## src/rtl/clock_ctl.sv

```systemverilog
// Front-panel run/step sequencer driving auton/m of the CPU clock generator.
// Optional burst stepping: define CLOCK_CTL_BURST_EN.
module clock_ctl #(
  parameter int DEBOUNCE_CYCLES = 16,
  parameter int M_LOW_CYCLES    = 8,
  parameter int STEP_TIMEOUT    = 255,
  parameter int STEP_W          = 8
) (
  input  logic              clk,
  input  logic              rst,
  input  logic              btn_run,
  input  logic              btn_step,
  input  logic              hlt,
  input  logic              cpu_clk,
  input  logic [STEP_W-1:0] step_count,
  output logic              auton,
  output logic              m,
  output logic              running,
  output logic              halted,
  output logic              busy,
  output logic              step_err
);

  typedef enum logic [2:0] {
    S_IDLE, S_RUN, S_HALTED, S_STEP_HI, S_STEP_LO
  } state_e;

  localparam int DW   = $clog2(DEBOUNCE_CYCLES + 1);
  localparam int TMAX = (STEP_TIMEOUT > M_LOW_CYCLES) ?
                        STEP_TIMEOUT : M_LOW_CYCLES;
  localparam int TW   = $clog2(TMAX + 1);

  // bit 0 run, 1 step, 2 hlt, 3 cpu_clk
  logic [3:0] s1_q, s2_q;

  logic [1:0]         db_q, db_d;
  logic [1:0][DW-1:0] dbc_q, dbc_d;
  logic [1:0]         press;

  logic          cpu_prev_q;
  logic          cpu_rise;
  logic          hlt_s;

  state_e        state_q, state_d;
  logic [TW-1:0] tmr_q, tmr_d;
  logic          tmo;
  logic          rem_nz;

  logic auton_q, m_q, running_q, halted_q, busy_q, step_err_q;

`ifdef CLOCK_CTL_BURST_EN
  logic [STEP_W-1:0] rem_q, rem_d;
  assign rem_nz = (rem_q != '0);
`else
  logic unused_step_count;
  assign unused_step_count = ^step_count;
  assign rem_nz = 1'b0;
`endif

  assign hlt_s    = s2_q[2];
  assign cpu_rise = s2_q[3] & ~cpu_prev_q;

  always_comb begin
    for (int i = 0; i < 2; i++) begin
      db_d[i]  = db_q[i];
      dbc_d[i] = '0;
      press[i] = 1'b0;
      if (s2_q[i] != db_q[i]) begin
        if (dbc_q[i] == DW'(DEBOUNCE_CYCLES - 1)) begin
          db_d[i]  = ~db_q[i];
          press[i] = ~db_q[i];
        end else begin
          dbc_d[i] = dbc_q[i] + 1'b1;
        end
      end
    end
  end

  always_comb begin
    state_d = state_q;
    tmo     = 1'b0;
`ifdef CLOCK_CTL_BURST_EN
    rem_d   = rem_q;
`endif
    unique case (state_q)
      S_IDLE: begin
        if (press[0]) begin
          state_d = S_RUN;
        end else if (press[1]) begin
          state_d = S_STEP_HI;
`ifdef CLOCK_CTL_BURST_EN
          rem_d = (step_count == '0) ? STEP_W'(1) : step_count;
`endif
        end
      end
      S_RUN: begin
        if (hlt_s) state_d = S_HALTED;
        else if (press[0]) state_d = S_IDLE;
      end
      S_HALTED: begin
        if (press[0] && !hlt_s) begin
          state_d = S_RUN;
        end else if (press[1]) begin
          state_d = S_STEP_HI;
`ifdef CLOCK_CTL_BURST_EN
          rem_d = (step_count == '0) ? STEP_W'(1) : step_count;
`endif
        end
      end
      S_STEP_HI: begin
        if (cpu_rise) begin
          state_d = S_STEP_LO;
`ifdef CLOCK_CTL_BURST_EN
          rem_d = rem_q - 1'b1;
`endif
        end else if (tmr_q == TW'(STEP_TIMEOUT - 1)) begin
          tmo     = 1'b1;
          state_d = S_IDLE;
`ifdef CLOCK_CTL_BURST_EN
          rem_d = '0;
`endif
        end
      end
      S_STEP_LO: begin
        if (tmr_q == TW'(M_LOW_CYCLES - 1)) begin
          if (rem_nz && !hlt_s) state_d = S_STEP_HI;
          else if (hlt_s)       state_d = S_HALTED;
          else                  state_d = S_IDLE;
        end
      end
      default: state_d = S_IDLE;
    endcase
  end

  // shared timer: restarts on any state change, saturates otherwise
  always_comb begin
    tmr_d = (tmr_q == TW'(TMAX)) ? tmr_q : tmr_q + 1'b1;
    if (state_d != state_q) tmr_d = '0;
  end

  always_ff @(posedge clk or posedge rst) begin
    if (rst) begin
      s1_q       <= '0;
      s2_q       <= '0;
      db_q       <= '0;
      dbc_q      <= '0;
      cpu_prev_q <= 1'b0;
      state_q    <= S_IDLE;
      tmr_q      <= '0;
      auton_q    <= 1'b1;
      m_q        <= 1'b0;
      running_q  <= 1'b0;
      halted_q   <= 1'b0;
      busy_q     <= 1'b0;
      step_err_q <= 1'b0;
    end else begin
      s1_q       <= {cpu_clk, hlt, btn_step, btn_run};
      s2_q       <= s1_q;
      db_q       <= db_d;
      dbc_q      <= dbc_d;
      cpu_prev_q <= s2_q[3];
      state_q    <= state_d;
      tmr_q      <= tmr_d;
      auton_q    <= (state_d != S_RUN);
      m_q        <= (state_d == S_STEP_HI);
      running_q  <= (state_d == S_RUN);
      halted_q   <= (state_d == S_HALTED);
      busy_q     <= (state_d == S_STEP_HI) ||
                    (state_d == S_STEP_LO);
      step_err_q <= tmo;
    end
  end

`ifdef CLOCK_CTL_BURST_EN
  always_ff @(posedge clk or posedge rst) begin
    if (rst) rem_q <= '0;
    else     rem_q <= rem_d;
  end
`endif

  assign auton    = auton_q;
  assign m        = m_q;
  assign running  = running_q;
  assign halted   = halted_q;
  assign busy     = busy_q;
  assign step_err = step_err_q;

endmodule
```

## config.mk

```make
export PLATFORM = sky130hd
export DESIGN_NAME = clock_ctl
export DESIGN_NICKNAME = d
export VERILOG_FILES = /design/src/rtl/clock_ctl.sv
export SDC_FILE = /design/constraint.sdc
export NUM_CORES = 1
export LEC_CHECK = 0
export BUFFER_PORTS_ARGS = -buffer_cell sky130_fd_sc_hd__buf_2
export CAP_MARGIN = 10
export CELL_PAD_IN_SITES_DETAIL_PLACEMENT = 2
export CELL_PAD_IN_SITES_GLOBAL_PLACEMENT = 2
export CORE_UTILIZATION = 37
export DETAILED_ROUTE_END_ITERATION = 10
export PLACE_DENSITY_LB_ADDON = 0.1
export SLEW_MARGIN = 10
export SYNTH_ARGS = -nofsm -noshare
export SYNTH_HDL_FRONTEND = slang
export SYNTH_SLANG_ARGS = --single-unit
```

## constraint.sdc

```tcl
create_clock -name clk -period 1.8 [get_ports clk]
set_input_delay 0.18 -clock clk [delete_from_list [all_inputs] [get_ports clk]]
set_output_delay 0.18 -clock clk [all_outputs]
set_load 0.01 [all_outputs]
```

==> flow_metrics.py, run 1 <==
metrics = {
    "outcome": {
        "status": "finished clean",
    },
    "yosys": {
        "synth_edf_count": 0,
        "ys.flop_type": "dfrtp_1",
        "syn_avg_cell_area_sq_um": 11.3,
        "syn_inst": 149,
        "async_flop_share_pct": 100,
        "synth_cell_types": 41,
        "yosysWarnings": 0,
        "synth_area_sq_um": 1690,
        "ys_seq_area_share_pct": 56.4,
        "syn-num-nets": 167,
        "ys_ff_latch": 38,
    },
    "power": {
        "power_switching_share_pct": 24.1,
        "switchingPower_uw": 516,
        "leakagePower_nw": 1.04,
        "p_per_area_nw_per_um2": 975,
        "p_total_mw": 2.14,
        "combinationalPowerShare_pct": 11.1,
        "power.internal_mw": 1.63,
        "power_frac_clock_pct": 42.2,
        "vdd_drop_max_uv": 508,
        "seqPwrFrac_pct": 46.7,
    },
    "finish": {
        "insertedDiodeCount": 0,
        "multiInputGateArea_sq_um": 762,
        "seq_area_sq_um": 953,
        "nets": 206,
        "drive_gt1_share_pct": 33.3,
        "fillers": 436,
        "synthToLayoutAreaGrowth_pct": 30.2,
        "design_area_sq_um": 2200,
    },
    "critical_path": {
        "rr_worst_depth": 7,
        "worstSetupPathType": "reg2reg",
        "cp_common_cell": "buf_4",
        "start_kind": "flop",
        "rr_startpoint": "tmr_q[4]$_DFFE_PP0P_",
        "r2r_slack_ps": 5,
        "arrival_ps": 2010,
        "critical-path-top-delay-family": "simple AND/OR/NAND/NOR gates",
        "r2r_end": "busy$_DFF_PP0_",
        "cp.buffers_inverters": 2,
        "crit_path_cell_trace": "buf_4, nor3_1, a31oi_1, nor3b_1, buf_4, nor2_4, o21bai_1",
        "slowest_stage": "dfrtp_1",
        "worstPathMaxFanout": 5,
        "max_stage_delay_ps": 380,
        "worstSetupEndpointType": "flop",
        "crit_required_ps": 2010,
    },
    "route": {
        "ant_nets": 0,
        "drt_wl_total_mm": 4.27,
        "dr_total_vias": 1260,
        "post-route-drc-count": 0,
        "viasPerCell": 5.23,
        "drt_first_pass_iters": 4,
        "drt_iter0_markers": 28,
        "drt-wirelength-per-cell_um": 17.7,
    },
    "cts": {
        "h-tree-depth": 2,
        "clock_latency_ps": 290,
        "cts_tree": "built",
        "cts_buffers": 5,
        "cts_root_buf": "clkbuf_8",
        "clock_sinks": 38,
        "clock_path_buffers": 2,
        "cts.clk_slew.worst_paths_ps": 80,
    },
    "global_routing": {
        "overflow": 0,
        "grt_max_degree": 39,
        "antenna_found_initial": 0,
        "grt_pass1_wl_mm": 6.71,
        "grt_pass1_vias": 1400,
        "grt_usage_pct": 18.1,
    },
    "worst_hold_path": {
        "holdPathEnd": "s2_q[1]$_DFF_PP0_",
        "hold_depth": 0,
        "min-delay-start": "s1_q[1]$_DFF_PP0_",
        "hold_path_class": "reg2reg",
    },
    "placed_design": {
        "place.port_buffers": 11,
        "dpl-instance-area_sq_um": 1900,
        "place_congestion": 0.774,
        "pre_cts_slack_ps": 18.1,
        "dp_hpwl_mm": 2.70,
    },
    "sta": {
        "finalSetupViolCount": 0,
        "worst_pin_slew_ps": 493,
        "relSlewSlack_pct": 67.1,
        "finalMaxSlewViolations": 0,
        "finalHoldViolCount": 0,
        "rsz0062_at_grt": "true",
        "max_freq_mhz": 557,
        "setup_slack_ps": 5.34,
        "finClkSkew_ps": 9.78,
        "min_period_ps": 1790,
        "period_share_pct": 99.7,
    },
    "die": {
        "dieArea_sq_um": 4840,
        "coreArea_sq_um": 4380,
        "initial_core_util_pct": 38.5,
        "die_x_um": 69.6,
        "die_h_um": 69.6,
        "io_pins": 20,
        "num_rows": 24,
    },
    "run": {
        "cap_violations": 0,
    },
}
-- Yosys cell counts (2+ instances only) --
master / count / share of area [%]
nand2b_1: 2 / 0.74
nand2_1: 13 / 2.9
nor3_1: 2 / 0.59
o211ai_1: 2 / 0.89
ha_1: 4 / 3.0
nand4_1: 2 / 0.74
inv_1: 8 / 1.8
nor4_1: 2 / 0.74
nor2_1: 15 / 3.3
a21oi_1: 6 / 1.8
o21ai_0: 5 / 1.5
mux2_2: 2 / 1.3
clkbuf_1: 2 / 0.44
nor2b_1: 5 / 1.9
xnor2_1: 5 / 2.6
nand3_1: 6 / 1.8
xor2_1: 4 / 2.1
nor3b_1: 5 / 2.2
dfrtp_1: 37 / 55
-- worst reg2reg max path, cell delays in order, from the launching register on --
cell and delay (ps):
dfrtp_1 380, buf_4 150, nor3_1 380, a31oi_1 170
nor3b_1 260, buf_4 180, nor2_4 50, o21bai_1 150
-- power by group through the flow --
stage,clock network [mW],logic (mW),registers [mW]
3_5_place_dp,0,0.214,1.01
6_report,0.905,0.239,1.00
3_3_place_gp,0,0.196,1.01
4_1_cts,0.925,0.226,0.999
5_1_grt,0.967,0.268,1.01
2_1_floorplan,0,0.119,1.01
-- logic make-up after synthesis --
kind of cell    after synthesis  share of synthesized area [%]
compound gates               25                           12.4
xor+xnor                      9                           4.67
fa+ha+maj                     4                           2.96
buf+inv                      11                           2.44
flops                        38                           56.4
mux                           2                           1.33
simple gates                 60                           19.8
-- state kept, by name, summed over array words and instances, names as in the netlist, 2 cells and up --
signal and count:
dbc_q 10, tmr_q 8, s1_q 4, s2_q 4, state_q 3, db_q 2
-- stage by stage --
step                hold WS (ps)  setup TNS [ps]  instances  utilization [%]
global placement             289               0        223             43.3
finish                       352               0        241             50.2
floorplan                    211               0        149                -
detailed placement           290               0        223             43.3
CTS                          353               0        236             48.1
global route                 361            -774        241             50.2
-- layout make-up --
cell class / instances / area share (%)
multi-input cells: 100 / 34.6
clock buffers: 6 / 3.75
clock inverters: 2 / 2.73
flip-flops and latches: 38 / 43.3
repair buffers: 34 / 10.9
inverters: 9 / 1.65
well taps: 52 / 2.96
-- worst max-delay path by stage --
stage | from | to | slack [ps] | depth (start not counted)
2_1_floorplan | dbc_q[5]$_DFF_PP0_ | tmr_q[6]$_DFFE_PP0P_ | 190 | 6
3_3_place_gp | tmr_q[0]$_DFFE_PP0P_ | tmr_q[6]$_DFFE_PP0P_ | 90 | 6
3_5_place_dp | tmr_q[0]$_DFFE_PP0P_ | tmr_q[6]$_DFFE_PP0P_ | 20 | 6
4_1_cts | dbc_q[5]$_DFF_PP0_ | tmr_q[6]$_DFFE_PP0P_ | 3 | 6
5_1_grt | tmr_q[4]$_DFFE_PP0P_ | busy$_DFF_PP0_ | -100 | 7
6_report | tmr_q[4]$_DFFE_PP0P_ | busy$_DFF_PP0_ | 5 | 7
-- metal layers --
metal / routed length, um / GRT usage [%]
met1: 1780 / 20.5
met2: 2290 / 33.0
met3: 83 / 3.92
met4: 117 / 6.80
met5: 0 / 0
-- layout by cell type, fill, tap and decap left out, types with 2 or more instances in the layout --
| master | count |
|---|---|
| inv_1 | 8 |
| clkbuf_8 | 6 |
| nor4_1 | 2 |
| a21oi_2 | 2 |
| nor2_2 | 2 |
| nand3_1 | 6 |
| nor2_1 | 13 |
| o211ai_1 | 2 |
| a211oi_4 | 2 |
| nand2_1 | 13 |
| nand2b_1 | 2 |
| ha_1 | 2 |
| dlygate4sd3_1 | 5 |
| nor3_1 | 2 |
| buf_4 | 18 |
| a21oi_1 | 5 |
| o21ai_0 | 5 |
| xor2_1 | 4 |
| dfrtp_1 | 36 |
| nand4_1 | 2 |
| xnor2_1 | 5 |
| nor2b_1 | 5 |
| mux2_2 | 2 |
| nor3b_1 | 4 |
| bufinv_16 | 2 |
| buf_2 | 11 |
-- timing repair --
item | in CTS | in global routing
hold buffers | 5 | 0
buffers inserted | 0 | 5
setup endpoints to repair | 3 | 14
hold endpoints to repair | 16 | 0
resized for setup | 3 | 13
pin swaps | 1 | 8
Note: power is estimated with default switching activity, not from simulation.
==> run 2: changes to the inputs <==
- RECOVER_POWER: default -> 25
==> run 2 against run 1 <==
- largest cell class unchanged
- largest power group unchanged
- hold slack hardly changed
- die area stayed put
- utilization is 0.057 points lower
==> flow_metrics.py, run 2 (synthesis gave the netlist of run 1 again) <==
metrics = {
    "die": {
        "io_pins": 20,
        "coreArea_sq_um": 4380,
        "die_x_um": 69.6,
        "num_rows": 24,
        "dieArea_sq_um": 4840,
        "die_h_um": 69.6,
        "initial_core_util_pct": 38.5,
    },
    "sta": {
        "hold_ws_ps": 352,
        "rsz0062_at_grt": "true",
        "finalSetupViolCount": 0,
        "relSlewSlack_pct": 35.4,
        "finalMaxSlewViolations": 0,
        "finalSetupTns_ps": 0,
        "period_share_pct": 99.7,
        "worst_pin_slew_ps": 968,
        "min_period_ps": 1790,
        "finClkSkew_ps": 9.76,
        "max_freq_mhz": 557,
        "finalHoldViolCount": 0,
    },
    "global_routing": {
        "overflow": 0,
        "grt_use_met1_pct": 20.5,
        "antenna_found_initial": 0,
        "use_met3_pct": 3.92,
        "grt_usage_pct": 18.1,
        "grt_max_degree": 39,
        "grt_pass1_wl_mm": 6.71,
        "grt_pass1_vias": 1400,
        "gr-max-usage-layer": "met2",
        "met2_usage_pct": 33.0,
    },
    "power": {
        "combinationalPowerShare_pct": 11.1,
        "seqPwrFrac_pct": 46.7,
        "p_total_mw": 2.14,
        "vdd_drop_max_uv": 508,
        "power_frac_clock_pct": 42.2,
        "switchingPower_uw": 516,
        "leakagePower_nw": 1.04,
        "p_per_area_nw_per_um2": 976,
        "power_switching_share_pct": 24.1,
        "power.internal_mw": 1.63,
    },
    "critical_path": {
        "max_stage_delay_ps": 380,
        "cp.buffers_inverters": 2,
        "worstPathMaxFanout": 5,
        "worstSetupEndpointType": "flop",
        "cp_common_cell": "buf_4",
        "arrival_ps": 2010,
        "slowest_stage": "dfrtp_1",
        "crit_required_ps": 2010,
        "critical-path-top-delay-family": "simple AND/OR/NAND/NOR gates",
        "crit_path_cell_trace": "buf_4, nor3_1, a31oi_1, nor3b_1, buf_4, nor2_4, o21bai_1",
        "start_kind": "flop",
        "worstSetupPathType": "reg2reg",
    },
    "worst_hold_path": {
        "hold_path_class": "reg2reg",
    },
    "route": {
        "ant_nets": 0,
        "drt_iter0_markers": 28,
        "drt-wirelength-per-cell_um": 17.7,
        "dr_total_vias": 1260,
        "drt_wl_total_mm": 4.27,
        "drt_first_pass_iters": 4,
        "post-route-drc-count": 0,
        "viasPerCell": 5.23,
    },
    "cts": {
        "cts_buffers": 5,
        "cts_tree": "built",
        "clock_sinks": 38,
        "h-tree-depth": 2,
        "cts.clk_slew.worst_paths_ps": 80,
        "clock_latency_ps": 290,
        "cts_root_buf": "clkbuf_8",
        "clock_path_buffers": 2,
    },
    "finish": {
        "nets": 206,
        "largest_register_ff_count": 10,
        "insertedDiodeCount": 0,
        "drive_gt1_share_pct": 33.3,
        "top_regs": "dbc_q: 10 flops, tmr_q: 8 flops",
        "largest_register": "dbc_q",
        "mostFrequentLayoutCells": "36 x dfrtp_1, 17 x buf_4, 13 x nand2_1, 13 x nor2_1, 11 x buf_2",
        "layout_commonest_cell": "dfrtp_1",
        "synthToLayoutAreaGrowth_pct": 30.1,
    },
    "placed_design": {
        "place.port_buffers": 11,
        "place_congestion": 0.774,
        "dp_hpwl_mm": 2.70,
    },
    "run": {
        "cap_violations": 0,
    },
    "outcome": {
        "status": "finished clean",
    },
}
[run 2: cell count changes in the layout (fill, tap and decap cells not counted), sizes merged]
cell,delta
buf,-1
clkbuf,+1
[run 2: power by group through the flow]
stage / logic, mW / registers, mW / clock network, mW
detailed placement: 0.214 / 1.01 / 0
finish: 0.238 / 1.00 / 0.905
CTS: 0.226 / 0.999 / 0.925
global route: 0.267 / 1.01 / 0.967
global placement: 0.196 / 1.01 / 0
floorplan: 0.119 / 1.01 / 0
[run 2: through the flow]
stage / instances / instance area [sq um] / worst slack (ps) / utilization, %
after floorplan: 149 / 1690 / 191 / -
after global placement: 223 / 1900 / 91.7 / 43.3
after detailed placement: 223 / 1900 / 18.1 / 43.3
after CTS: 236 / 2110 / 3.39 / 48.1
after global routing: 241 / 2200 / -101 / 50.1
final: 241 / 2200 / 5.34 / 50.1
[run 2: worst reg2reg max path: cells and delay by family, from the launching register on]
kind                   cells  cell delay (ps)
AO/OA/AOI/OAI              2              320
buffers and inverters      2              330
flip-flops                 1              380
AND/OR/NAND/NOR            3              690
[run 2: layout make-up]
class | instances | area, sq um
fill | 437 | 2190
sequential | 38 | 953
multi-input combinational | 100 | 762
timing repair buffer | 34 | 238
clock buffer | 6 | 82.6
tap | 52 | 65.1
clock inverter | 2 | 60.1
inverter | 9 | 36.3
[run 2: path summary, 6_finish.rpt]
check	cells past startpoint	slack [ps]	startpoint	endpoint
setup / recovery	7	5	tmr_q[4]$_DFFE_PP0P_	busy$_DFF_PP0_
hold / removal	0	350	s1_q[1]$_DFF_PP0_	s2_q[1]$_DFF_PP0_
setup reg to reg	7	5	tmr_q[4]$_DFFE_PP0P_	busy$_DFF_PP0_
hold reg to reg	0	350	s1_q[1]$_DFF_PP0_	s2_q[1]$_DFF_PP0_
max in group asynchronous	4	410	rst	tmr_q[1]$_DFFE_PP0P_
min in group asynchronous	4	720	rst	dbc_q[6]$_DFF_PP0_
[run 2: timing repair]
item	CTS	global route
setup buffers	0	5
hold buffers	5	0
pin swaps	1	8
cloned	0	0
hold endpoints to repair	16	0
endpoints found under the setup margin	3	14
gates resized for setup	3	13
[run 2: per-layer routing]
metal | wire, um | part of all wire [%]
met1 | 1780 | 42
met2 | 2290 | 54
met3 | 83 | 1.9
met4 | 117 | 2.7
met5 | 0 | 0
